**src/rtl/me_msg.sv**
```systemverilog
`default_nettype none
// ============================================================================
// Package     : me_msg
// Description : Message formats shared by the memory engine and its clients.
// Revision    : 1.0 - initial release
// ============================================================================
package me_msg;

   localparam int ME_ADDR_W = 7;
   localparam int ME_DATA_W = 32;
   localparam int ME_LEN_W  = 8;

   localparam logic ME_TYPE_READ  = 1'b0;
   localparam logic ME_TYPE_WRITE = 1'b1;

   typedef struct packed {
      logic                 msg_type;
      logic [ME_ADDR_W-1:0] addr;
      logic [ME_DATA_W-1:0] data;
   } memory_engine_recv_msg;

   typedef struct packed {
      logic                 msg_type;
      logic [ME_DATA_W-1:0] data;
   } memory_engine_send_msg;

   typedef struct packed {
      logic                 is_write;
      logic [ME_ADDR_W-1:0] base_addr;
      logic [ME_LEN_W-1:0]  len;
   } me_job_msg;

   typedef enum logic [1:0] {
      ST_IDLE  = 2'd0,
      ST_RUN   = 2'd1,
      ST_DRAIN = 2'd2,
      ST_DONE  = 2'd3
   } me_state_e;

endpackage
`default_nettype wire

```
**src/rtl/me_stream_client_if.sv**
```systemverilog
`default_nettype none
// ============================================================================
// Interface   : me_stream_client_if
// Description : Job, write-data, read-data, engine and completion channels.
//               slave = the stream client, master = its environment.
// Revision    : 1.0 - initial release
// ============================================================================
interface me_stream_client_if;
   import me_msg::*;

   logic                  job_val;
   logic                  job_rdy;
   me_job_msg             job_msg;
   logic                  wdata_val;
   logic                  wdata_rdy;
   logic [ME_DATA_W-1:0]  wdata_msg;
   logic                  rdata_val;
   logic                  rdata_rdy;
   logic [ME_DATA_W-1:0]  rdata_msg;
   logic                  mreq_val;
   logic                  mreq_rdy;
   memory_engine_recv_msg mreq_msg;
   logic                  mresp_val;
   logic                  mresp_rdy;
   memory_engine_send_msg mresp_msg;
   logic                  done_val;
   logic                  done_rdy;
   logic                  err;

   modport slave (
      input  job_val, job_msg, wdata_val, wdata_msg, rdata_rdy,
             mreq_rdy, mresp_val, mresp_msg, done_rdy,
      output job_rdy, wdata_rdy, rdata_val, rdata_msg, mreq_val,
             mreq_msg, mresp_rdy, done_val, err
   );

   modport master (
      output job_val, job_msg, wdata_val, wdata_msg, rdata_rdy,
             mreq_rdy, mresp_val, mresp_msg, done_rdy,
      input  job_rdy, wdata_rdy, rdata_val, rdata_msg, mreq_val,
             mreq_msg, mresp_rdy, done_val, err
   );

endinterface
`default_nettype wire

```
**src/rtl/me_resp_queue.sv**
```systemverilog
`default_nettype none
// ============================================================================
// Module      : me_resp_queue
// Description : Val/rdy FIFO for read responses with occupancy count.
// Revision    : 1.0 - initial release
// ============================================================================
module me_resp_queue #(
   parameter int DATA_W = 32,
   parameter int DEPTH  = 4
)(
   input  logic                         clk,
   input  logic                         reset,
   input  logic                         i_enq_val,
   output logic                         o_enq_rdy,
   input  logic [DATA_W-1:0]            i_enq_msg,
   output logic                         o_deq_val,
   input  logic                         i_deq_rdy,
   output logic [DATA_W-1:0]            o_deq_msg,
   output logic [$clog2(DEPTH):0]       o_count
);

   localparam int c_PTR_W = $clog2(DEPTH);
   localparam int c_CNT_W = c_PTR_W + 1;
   localparam logic [c_PTR_W-1:0] c_PTR_ONE = 1;
   localparam logic [c_CNT_W-1:0] c_CNT_ONE = 1;
   localparam logic [c_CNT_W-1:0] c_FULL    = c_CNT_W'(DEPTH);

   logic [DATA_W-1:0]  r_mem [DEPTH];
   logic [c_PTR_W-1:0] r_wr_ptr;
   logic [c_PTR_W-1:0] r_rd_ptr;
   logic [c_CNT_W-1:0] r_count;
   logic               w_enq;
   logic               w_deq;

   // A full queue still takes a word when the head leaves in the same cycle.
   assign o_enq_rdy = (r_count != c_FULL) || i_deq_rdy;
   assign o_deq_val = (r_count != '0);
   assign o_deq_msg = r_mem[r_rd_ptr];
   assign o_count   = r_count;
   assign w_enq     = i_enq_val && o_enq_rdy;
   assign w_deq     = o_deq_val && i_deq_rdy;

   always_ff @(posedge clk) begin
      if (w_enq) begin
         r_mem[r_wr_ptr] <= i_enq_msg;
      end
   end

   always_ff @(posedge clk) begin
      if (reset) begin
         r_wr_ptr <= '0;
         r_rd_ptr <= '0;
         r_count  <= '0;
      end else begin
         if (w_enq) begin
            r_wr_ptr <= r_wr_ptr + c_PTR_ONE;
         end
         if (w_deq) begin
            r_rd_ptr <= r_rd_ptr + c_PTR_ONE;
         end
         if (w_enq && !w_deq) begin
            r_count <= r_count + c_CNT_ONE;
         end else if (!w_enq && w_deq) begin
            r_count <= r_count - c_CNT_ONE;
         end
      end
   end

endmodule
`default_nettype wire

```
**src/rtl/me_stream_client.sv**
```systemverilog
`default_nettype none
// ============================================================================
// Module      : me_stream_client
// Description : Turns read/write jobs into per-word memory-engine requests
//               and streams read responses back out in order.
// Revision    : 1.0 - initial release
// ============================================================================
module me_stream_client
   import me_msg::*;
#(
   parameter int ADDR_W          = ME_ADDR_W,
   parameter int DATA_W          = ME_DATA_W,
   parameter int LEN_W           = ME_LEN_W,
   parameter int MAX_OUTSTANDING = 4
)(
   input  logic              clk,
   input  logic              reset,
   me_stream_client_if.slave bus
);

   localparam int c_CNT_W = $clog2(MAX_OUTSTANDING) + 1;
   localparam logic [LEN_W:0] c_ONE   = 1;
   localparam logic [LEN_W:0] c_LIMIT = (LEN_W+1)'(MAX_OUTSTANDING);

   me_state_e          r_state;
   logic               r_is_write;
   logic [ADDR_W-1:0]  r_base;
   logic [LEN_W:0]     r_len;
   logic [LEN_W:0]     r_issued;
   logic [LEN_W:0]     r_received;
   logic               r_err;

   logic [c_CNT_W-1:0] w_fifo_count;
   logic               w_enq_val;
   logic               w_enq_rdy;
   logic               w_run;
   logic               w_credit;
   logic               w_mreq_val;
   logic               w_mreq_fire;
   logic               w_resp_active;
   logic               w_resp_count;
   logic [LEN_W:0]     w_inflight;
   logic [ADDR_W-1:0]  w_addr;

   assign w_run = (r_state == ST_RUN);

   // Buffered read words hold credit until consumed, so the queue never overflows.
   assign w_inflight  = (r_issued - r_received) + (LEN_W+1)'(w_fifo_count);
   assign w_credit    = (w_inflight < c_LIMIT);
   assign w_mreq_val  = w_run && w_credit && (!r_is_write || bus.wdata_val);
   assign w_mreq_fire = w_mreq_val && bus.mreq_rdy;
   assign w_addr      = r_base + r_issued[ADDR_W-1:0];

   assign w_resp_active = bus.mresp_val && ((r_state == ST_RUN) || (r_state == ST_DRAIN));
   assign w_enq_val     = w_resp_active && (bus.mresp_msg.msg_type == ME_TYPE_READ);
   assign w_resp_count  = w_resp_active && (!w_enq_val || w_enq_rdy);

   assign bus.job_rdy   = (r_state == ST_IDLE);
   assign bus.done_val  = (r_state == ST_DONE);
   assign bus.mresp_rdy = 1'b1;
   assign bus.err       = r_err;
   assign bus.mreq_val  = w_mreq_val;
   assign bus.wdata_rdy = w_run && r_is_write && w_credit && bus.mreq_rdy;
   assign bus.mreq_msg  = '{msg_type: (r_is_write ? ME_TYPE_WRITE : ME_TYPE_READ),
                            addr:     w_addr,
                            data:     (r_is_write ? bus.wdata_msg : '0)};

   me_resp_queue #(
      .DATA_W (DATA_W),
      .DEPTH  (MAX_OUTSTANDING)
   ) u_resp_queue (
      .clk       (clk),
      .reset     (reset),
      .i_enq_val (w_enq_val),
      .o_enq_rdy (w_enq_rdy),
      .i_enq_msg (bus.mresp_msg.data),
      .o_deq_val (bus.rdata_val),
      .i_deq_rdy (bus.rdata_rdy),
      .o_deq_msg (bus.rdata_msg),
      .o_count   (w_fifo_count)
   );

   always_ff @(posedge clk) begin
      if (reset) begin
         r_state    <= ST_IDLE;
         r_is_write <= 1'b0;
         r_base     <= '0;
         r_len      <= '0;
         r_issued   <= '0;
         r_received <= '0;
         r_err      <= 1'b0;
      end else begin
         if ((r_state == ST_IDLE) && bus.mresp_val) begin
            r_err <= 1'b1;
         end
         if (w_resp_count) begin
            r_received <= r_received + c_ONE;
         end
         case (r_state)
            ST_IDLE: begin
               if (bus.job_val) begin
                  r_is_write <= bus.job_msg.is_write;
                  r_base     <= bus.job_msg.base_addr;
                  r_len      <= {1'b0, bus.job_msg.len};
                  r_issued   <= '0;
                  r_received <= '0;
                  r_state    <= (bus.job_msg.len == '0) ? ST_DONE : ST_RUN;
               end
            end
            ST_RUN: begin
               if (w_mreq_fire) begin
                  r_issued <= r_issued + c_ONE;
                  if ((r_issued + c_ONE) == r_len) begin
                     r_state <= ST_DRAIN;
                  end
               end
            end
            ST_DRAIN: begin
               if ((r_received == r_len) && (w_fifo_count == '0)) begin
                  r_state <= ST_DONE;
               end
            end
            ST_DONE: begin
               if (bus.done_rdy) begin
                  r_state <= ST_IDLE;
               end
            end
            default: r_state <= ST_IDLE;
         endcase
      end
   end

endmodule
`default_nettype wire

```
**src/flat_wrapper.sv**
```systemverilog
// flat-port wrapper written by rule: the top's interface ports become plain ports
module me_stream_client_flat import me_msg::*;
#(
   parameter int ADDR_W          = ME_ADDR_W,
   parameter int DATA_W          = ME_DATA_W,
   parameter int LEN_W           = ME_LEN_W,
   parameter int MAX_OUTSTANDING = 4
)
  (clk, reset, bus_job_val, bus_job_msg, bus_wdata_val, bus_wdata_msg, bus_rdata_rdy, bus_mreq_rdy, bus_mresp_val, bus_mresp_msg, bus_done_rdy, bus_job_rdy, bus_wdata_rdy, bus_rdata_val, bus_rdata_msg, bus_mreq_val, bus_mreq_msg, bus_mresp_rdy, bus_done_val, bus_err);
  me_stream_client_if bus_i ();
  input  logic clk;
  input  logic reset;
  input wire logic [$bits(bus_i.job_val)-1:0] bus_job_val;
  input wire logic [$bits(bus_i.job_msg)-1:0] bus_job_msg;
  input wire logic [$bits(bus_i.wdata_val)-1:0] bus_wdata_val;
  input wire logic [$bits(bus_i.wdata_msg)-1:0] bus_wdata_msg;
  input wire logic [$bits(bus_i.rdata_rdy)-1:0] bus_rdata_rdy;
  input wire logic [$bits(bus_i.mreq_rdy)-1:0] bus_mreq_rdy;
  input wire logic [$bits(bus_i.mresp_val)-1:0] bus_mresp_val;
  input wire logic [$bits(bus_i.mresp_msg)-1:0] bus_mresp_msg;
  input wire logic [$bits(bus_i.done_rdy)-1:0] bus_done_rdy;
  output wire logic [$bits(bus_i.job_rdy)-1:0] bus_job_rdy;
  output wire logic [$bits(bus_i.wdata_rdy)-1:0] bus_wdata_rdy;
  output wire logic [$bits(bus_i.rdata_val)-1:0] bus_rdata_val;
  output wire logic [$bits(bus_i.rdata_msg)-1:0] bus_rdata_msg;
  output wire logic [$bits(bus_i.mreq_val)-1:0] bus_mreq_val;
  output wire logic [$bits(bus_i.mreq_msg)-1:0] bus_mreq_msg;
  output wire logic [$bits(bus_i.mresp_rdy)-1:0] bus_mresp_rdy;
  output wire logic [$bits(bus_i.done_val)-1:0] bus_done_val;
  output wire logic [$bits(bus_i.err)-1:0] bus_err;
  assign bus_i.job_val = bus_job_val;
  assign bus_i.job_msg = bus_job_msg;
  assign bus_i.wdata_val = bus_wdata_val;
  assign bus_i.wdata_msg = bus_wdata_msg;
  assign bus_i.rdata_rdy = bus_rdata_rdy;
  assign bus_i.mreq_rdy = bus_mreq_rdy;
  assign bus_i.mresp_val = bus_mresp_val;
  assign bus_i.mresp_msg = bus_mresp_msg;
  assign bus_i.done_rdy = bus_done_rdy;
  assign bus_job_rdy = bus_i.job_rdy;
  assign bus_wdata_rdy = bus_i.wdata_rdy;
  assign bus_rdata_val = bus_i.rdata_val;
  assign bus_rdata_msg = bus_i.rdata_msg;
  assign bus_mreq_val = bus_i.mreq_val;
  assign bus_mreq_msg = bus_i.mreq_msg;
  assign bus_mresp_rdy = bus_i.mresp_rdy;
  assign bus_done_val = bus_i.done_val;
  assign bus_err = bus_i.err;
  me_stream_client #(.ADDR_W(ADDR_W), .DATA_W(DATA_W), .LEN_W(LEN_W), .MAX_OUTSTANDING(MAX_OUTSTANDING)) u_core (.clk(clk), .reset(reset), .bus(bus_i));
endmodule
```
**config.mk**
```make
export PLATFORM = sky130hd
export DESIGN_NAME = me_stream_client_flat
export DESIGN_NICKNAME = d
export VERILOG_FILES = /design/src/rtl/me_msg.sv /design/src/rtl/me_stream_client_if.sv /design/src/rtl/me_resp_queue.sv /design/src/rtl/me_stream_client.sv /design/src/flat_wrapper.sv
export SDC_FILE = /design/constraint.sdc
export NUM_CORES = 1
export LEC_CHECK = 0
export ABC_AREA = 1
export ABC_CLOCK_PERIOD_IN_PS = 9100
export CAP_MARGIN = 25
export CORE_AREA = 4 4 106 158
export DETAILED_ROUTE_END_ITERATION = 7
export DIE_AREA = 0 0 110 162
export GPL_TIMING_DRIVEN = 0
export PLACE_DENSITY = 0.91
export SLEW_MARGIN = 10
export SYNTH_ARGS = -nofsm -noshare
export SYNTH_HDL_FRONTEND = slang
export SYNTH_SLANG_ARGS = --single-unit
```
**constraint.sdc**
```tcl
create_clock -name clk -period 9.1 [get_ports clk]
set_input_delay 1.82 -clock clk [delete_from_list [all_inputs] [get_ports clk]]
set_output_delay 1.82 -clock clk [all_outputs]
set_load 0.03 [all_outputs]
```
-- Yosys cells after proc, flatten, opt, wreduce, memory -nomap -nowiden
Memory sizes are Yosys's and may differ from the RTL's. A register that Yosys moved wholly into a read port is not among the register bits.
Cells that the tools add are included.
- add/sub/neg operators: 9
- order comparisons: 1
- eq/ne operators: 11
- muxes and demuxes: 21
- bitwise operators: 1
- reductions and logical operators: 32
- operators with widths (kind ; count):
    2-to-1 mux 9 bit ; 5
    2-to-1 mux 32 bit ; 1
    adder 9 x 1 -> 9 bit, second input constant ; 2
    equality test 9 x 8 -> 1 bit ; 2
    case mux 9 bit (2 select lines) ; 1
    2-to-1 mux 2 bit ; 8
    logical AND 1 bit ; 15
    != test 2 bit, second input constant ; 5
    adder 9 x 3 -> 9 bit ; 1
    < comparator 9 x 3 -> 1 bit, second input constant ; 1
    subtractor 9 bit ; 1
    logical NOT 8 bit ; 1
    case mux 2 bit (4 select lines) ; 1
    adder 7 bit ; 1
    2-to-1 mux 3 bit ; 2
    AND reduction 5 bit ; 1
    adder 2 x 1 -> 2 bit, second input constant ; 2
    equality test 2 bit, second input constant ; 2
    logical NOT 1 bit ; 4
    logical OR 1 bit ; 4
    nonzero test 2 bit ; 2
    adder 3 x 1 -> 3 bit, second input constant ; 1
    logical NOT 3 bit ; 1
    2-to-1 mux 1 bit ; 3
    8 further kinds ; 8
- register bits: 44
- bits in writable memories: 128
- input bits: 89
- word-level logic and storage cells: 86
- memories kept: 1
- memories (memory ; words ; width ; rd ports ; clocked after memory_dff ; wr ports ; RTL line ; RTL):
    u_core.u_resp_queue.r_mem ; 4 ; 32 ; 1 ; 1 ; 1 ; me_resp_queue.sv:28 ; logic [DATA_W-1:0] r_mem [DEPTH];

-- Longest topological paths before layout
- word-level depth: 10
- mapped depth: 22

-- Hierarchy
From an unflattened synthesis, not the netlist that was laid out.
- cell total of the unflattened synthesis: 892
- area total of the unflattened synthesis: 8414.3 um^2
- by module, submodules not included (module ; instances ; cells an instance ; area an instance (um^2)):
    me_resp_queue ; 1 ; 379 ; 5275.1
    me_stream_client ; 1 ; 513 ; 3139.3

-- Least setup slack after synthesis
OpenSTA, ideal clock, no wires.
- kind: reg-to-output
- from: register u_core.r_issued[2]
- to: output port bus_mreq_val
- arrival: 2644 ps
- setup slack: 4636 ps
- stages on the path, launching flop included: 17
- buffers on the path: 1
- cells stage by stage: dfxtp_1 buf_2 inv_1 fa_1 inv_1 ha_1 a21oi_1 nand2_1 nand2_1 nand2_1 inv_1 nand2_1 nor2_1 nand3_1 nor2_4 inv_1 a21oi_1
- word-level cells in the longest chain between the ends: 5
- RTL lines (element ; RTL line ; RTL):
    start: declaration ; me_stream_client.sv:29 ; logic [LEN_W:0] r_issued;
    start signal: assignment ; me_stream_client.sv:112 ; r_issued <= r_issued + c_ONE;
    subtractor 9 bit ; me_stream_client.sv:48 ; assign w_inflight = (r_issued - r_received) + (LEN_W+1)'(w_fifo_count);
    adder 9 x 3 -> 9 bit ; me_stream_client.sv:48 ;
    < comparator 9 x 3 -> 1 bit ; me_stream_client.sv:49 ; assign w_credit = (w_inflight < c_LIMIT);
    logical AND 1 bit (2 in a row) ; me_stream_client.sv:50 ; assign w_mreq_val = w_run && w_credit && (!r_is_write || bus.wdata_val);
    end: declaration ; flat_wrapper.sv:26 ; output wire logic [$bits(bus_i.mreq_val)-1:0] bus_mreq_val;
Every way passes these cells.

-- Final worst setup path
Ends and elaborated chain as after synthesis.

==> flow_summary.json <==
{
  "drt-vias-per-instance": 5.36,
  "synth.net_count": 1010,
  "placed_cell_area_mm2": 0.0103,
  "die_area_mm2": 0.0178,
  "p_leak_nw": 4.38,
  "yosys.area_share.simple": 0.172,
  "yosysSeqAreaShare": 0.576,
  "path_clk_slew_ns": 0.08,
  "cts_sinks": 174,
  "path_cells": "buf_2 > inv_1 > fa_1 > inv_1 > ha_1 > a21oi_1 > nand2_1 > nand2_1 > nand2_1 > inv_1 > nand2_1 > nor2_1 > nand3_1 > nor2_4 > inv_1 > a21oi_1 > clkdlybuf4s50_1",
  "drt_wl_total_um": 21400,
  "n_antenna_cell": 0,
  "yosys.cell_types.count": 35,
  "worstSetupPathType": "reg2out",
  "via_count": 6922,
  "syn_area_mm2": 0.00827,
  "r2r_slack_ns": 6.05,
  "io_pins": 168,
  "p_total_w": 0.00331,
  "cts_buffer_depth": 2,
  "antenna_found_initial": 0,
  "avgRoutedWirePerCell_um": 16.6,
  "drtPass1Iterations": 7,
  "r2r_start": "u_core.r_issued[2]$_SDFFE_PP0P_",
  "skew_ns": 0.0158,
  "fin_crit_ns": 5.54,
  "cp-start-kind": "flop",
  "synth_top_family_by_area": "simple AND/OR/NAND/NOR gates",
  "gp_congestion": 0.918,
  "yosys_warnings": 0,
  "area_growth_syn_to_layout_pct": 32.5,
  "async_flop_share": 0,
  "arrival_ns": 3.72,
  "n_fill_cell": 1037,
  "cpLargestDelayFamily": "buffers and inverters",
  "ir_drop_v": 0.000210,
  "postRouteAntennaNets": 0,
  "cts_resized": 0,
  "min_path_type": "reg2reg",
  "path_buf_inv": 6,
  "grt_pass1_wl_um": 32300,
  "required_ns": 7.28,
  "insertion_delay_ns": 0.42,
  "grt_pass1_vias": 6956,
  "timing.final.crit_share": 0.609,
  "relSlewSlack": 0.607,
  "post_cts_buffers": 0,
  "nNetsFinal": 1199,
  "cp-startpoint": "u_core.r_issued[2]$_SDFFE_PP0P_",
  "tightest_slew_ns": 0.588,
  "num_rows": 56,
  "status": "finished, final reports clean",
  "max_stage_delay_ns": 0.69,
  "drt_iter0_drc": 413,
  "synth-adder-area-share": 0.0551,
  "cts_max_level": 4,
  "fmax_mhz": 181,
  "drv_slew": 0,
  "numCtsBuffers": 17,
  "hpwl_um": 15300,
  "ctsHoldBuffers": 0,
  "avgSynthCellArea_um2": 9.33,
  "cts_root_buf": "clkbuf_16",
  "track_usage": 0.237,
  "final-setup-viol-count": 0,
  "drv_cap": 0,
  "synth_compound_area_frac": 0.107,
  "grt_max_degree": 22,
  "drc_errors": 0,
  "muxShareOfSynthArea": 0,
  "synth-seq-cells": 174,
  "synth_xor_area_frac": 0.0180,
  "end_kind": "output pin",
  "finalHoldViolations": 0,
  "core_area_mm2": 0.0155,
  "hp-start": "u_core.u_resp_queue.r_rd_ptr[0]$_SDFFE_PP0P_",
  "rsz0062_at_grt": "no",
  "powerDensity_mw_per_mm2": 302,
  "initial_core_util": 0.534,
  "synth_flop_cell": "edfxtp_1",
  "tritoncts": "done",
  "slowest_stage": "clkdlybuf4s50_1",
  "drive_above_1_share": 0.0523,
  "io_buffers": 166,
  "die_height_um": 162,
  "cp_max_fo": 9,
  "grt_overflow": 0,
  "fin_tns_setup_ns": 0,
  "postSynthCellCount": 887,
  "synth_edf_count": 128,
  "die_w_um": 110,
  "final_cell_area_mm2": 0.0110
}
final cells by class:
cell class	count	area, µm²	area share
Clock buffer	17	425	0.0388
Tap cell	203	254	0.0232
Timing Repair Buffer	170	1770	0.162
Inverter	119	447	0.0407
Buffer	35	150	0.0137
Multi-Input combinational cell	559	2940	0.268
Clock inverter	15	210	0.0192
Sequential cell	174	4760	0.435
registers in the layout, indices dropped and copies added (netlist names), named ones only:
signal / count
u_core.r_base: 7
u_core.r_issued: 9
u_core.u_resp_queue.r_rd_ptr: 2
u_core.r_received: 9
u_core.u_resp_queue.r_wr_ptr: 2
u_core.r_state: 2
u_core.r_is_write: 1
u_core.r_len: 8
u_core.u_resp_queue.o_count: 3
u_core.u_resp_queue.r_mem: 128
u_core.bus.err: 1
final timing paths:
check,cells after the start,to
setup reg to reg,20,u_core.r_issued[8]$_SDFFE_PP0P_
hold reg to reg,1,u_core.u_resp_queue.r_rd_ptr[0]$_SDFFE_PP0P_
hold / removal,1,u_core.u_resp_queue.r_rd_ptr[0]$_SDFFE_PP0P_
setup / recovery,17,bus_mreq_val
logic make-up (layout without fill, tap and decap cells):
family | after synthesis | count (layout)
other | 1 | 1
buffers and inverters | 154 | 356
AO/OA/AOI/OAI | 164 | 164
adder cells (fa/ha/maj) | 34 | 34
XOR/XNOR | 17 | 17
flip-flops | 174 | 174
AND/OR/NAND/NOR | 343 | 343
cell usage in the layout (no fill, tap or decap), types with 3 or more instances in the layout:
cell,instances
buf_2,3
clkbuf_16,17
nand4_1,9
inv_1,114
xnor2_1,4
xor2_1,13
ha_1,30
buf_16,4
nand2_1,147
or2_2,4
nor3_1,6
inv_8,5
nor2_4,5
fa_1,4
clkinv_1,3
clkdlybuf4s50_1,166
clkbuf_1,25
a21oi_1,34
o22ai_1,32
edfxtp_1,128
o21ai_0,90
buf_1,4
nor2_1,124
nand3_1,39
o21bai_1,4
dfxtp_1,46
clkinv_8,5
layer usage:
layer / wire length, µm / global-route usage
met4: 888 / 0.127
met5: 0 / 0
met2: 11400 / 0.442
met3: 1630 / 0.0652
met1: 7500 / 0.227
power breakdown:
part	total (W)	internal [W]	switching (W)
sequential	0.00101	0.000934	0.0000727
clock	0.000748	0.000403	0.000345
combinational	0.00155	0.000578	0.000975
cell usage after synthesis (3+ instances only):
cell,instances,area [µm²]
buf_2,3,15.0
ha_1,30,375
clkbuf_1,25,93.8
buf_1,4,15.0
nand3_1,39,195
nor3_1,6,30.0
a21oi_1,34,170
dfxtp_1,46,921
nand4_1,9,56.3
clkinv_1,3,11.3
nor2_1,128,480
fa_1,4,80.1
o21ai_0,90,450
o22ai_1,32,200
xor2_1,13,114
inv_1,114,428
nand2_1,147,552
o21bai_1,4,30.0
xnor2_1,4,35.0
edfxtp_1,128,3840
or2_2,4,25.0
through the flow:
stage	util	instances	worst slack [ns]	hold WS, ns
global route	0.708	1292	3.29	0.515
CTS	0.708	1292	3.56	0.487
floorplan	-	887	4.64	0.436
finish	0.708	1292	3.56	0.492
detailed placement	0.667	1260	4.02	0.476
global placement	0.658	1256	3.45	0.455
(Power assumes the default switching activity.)
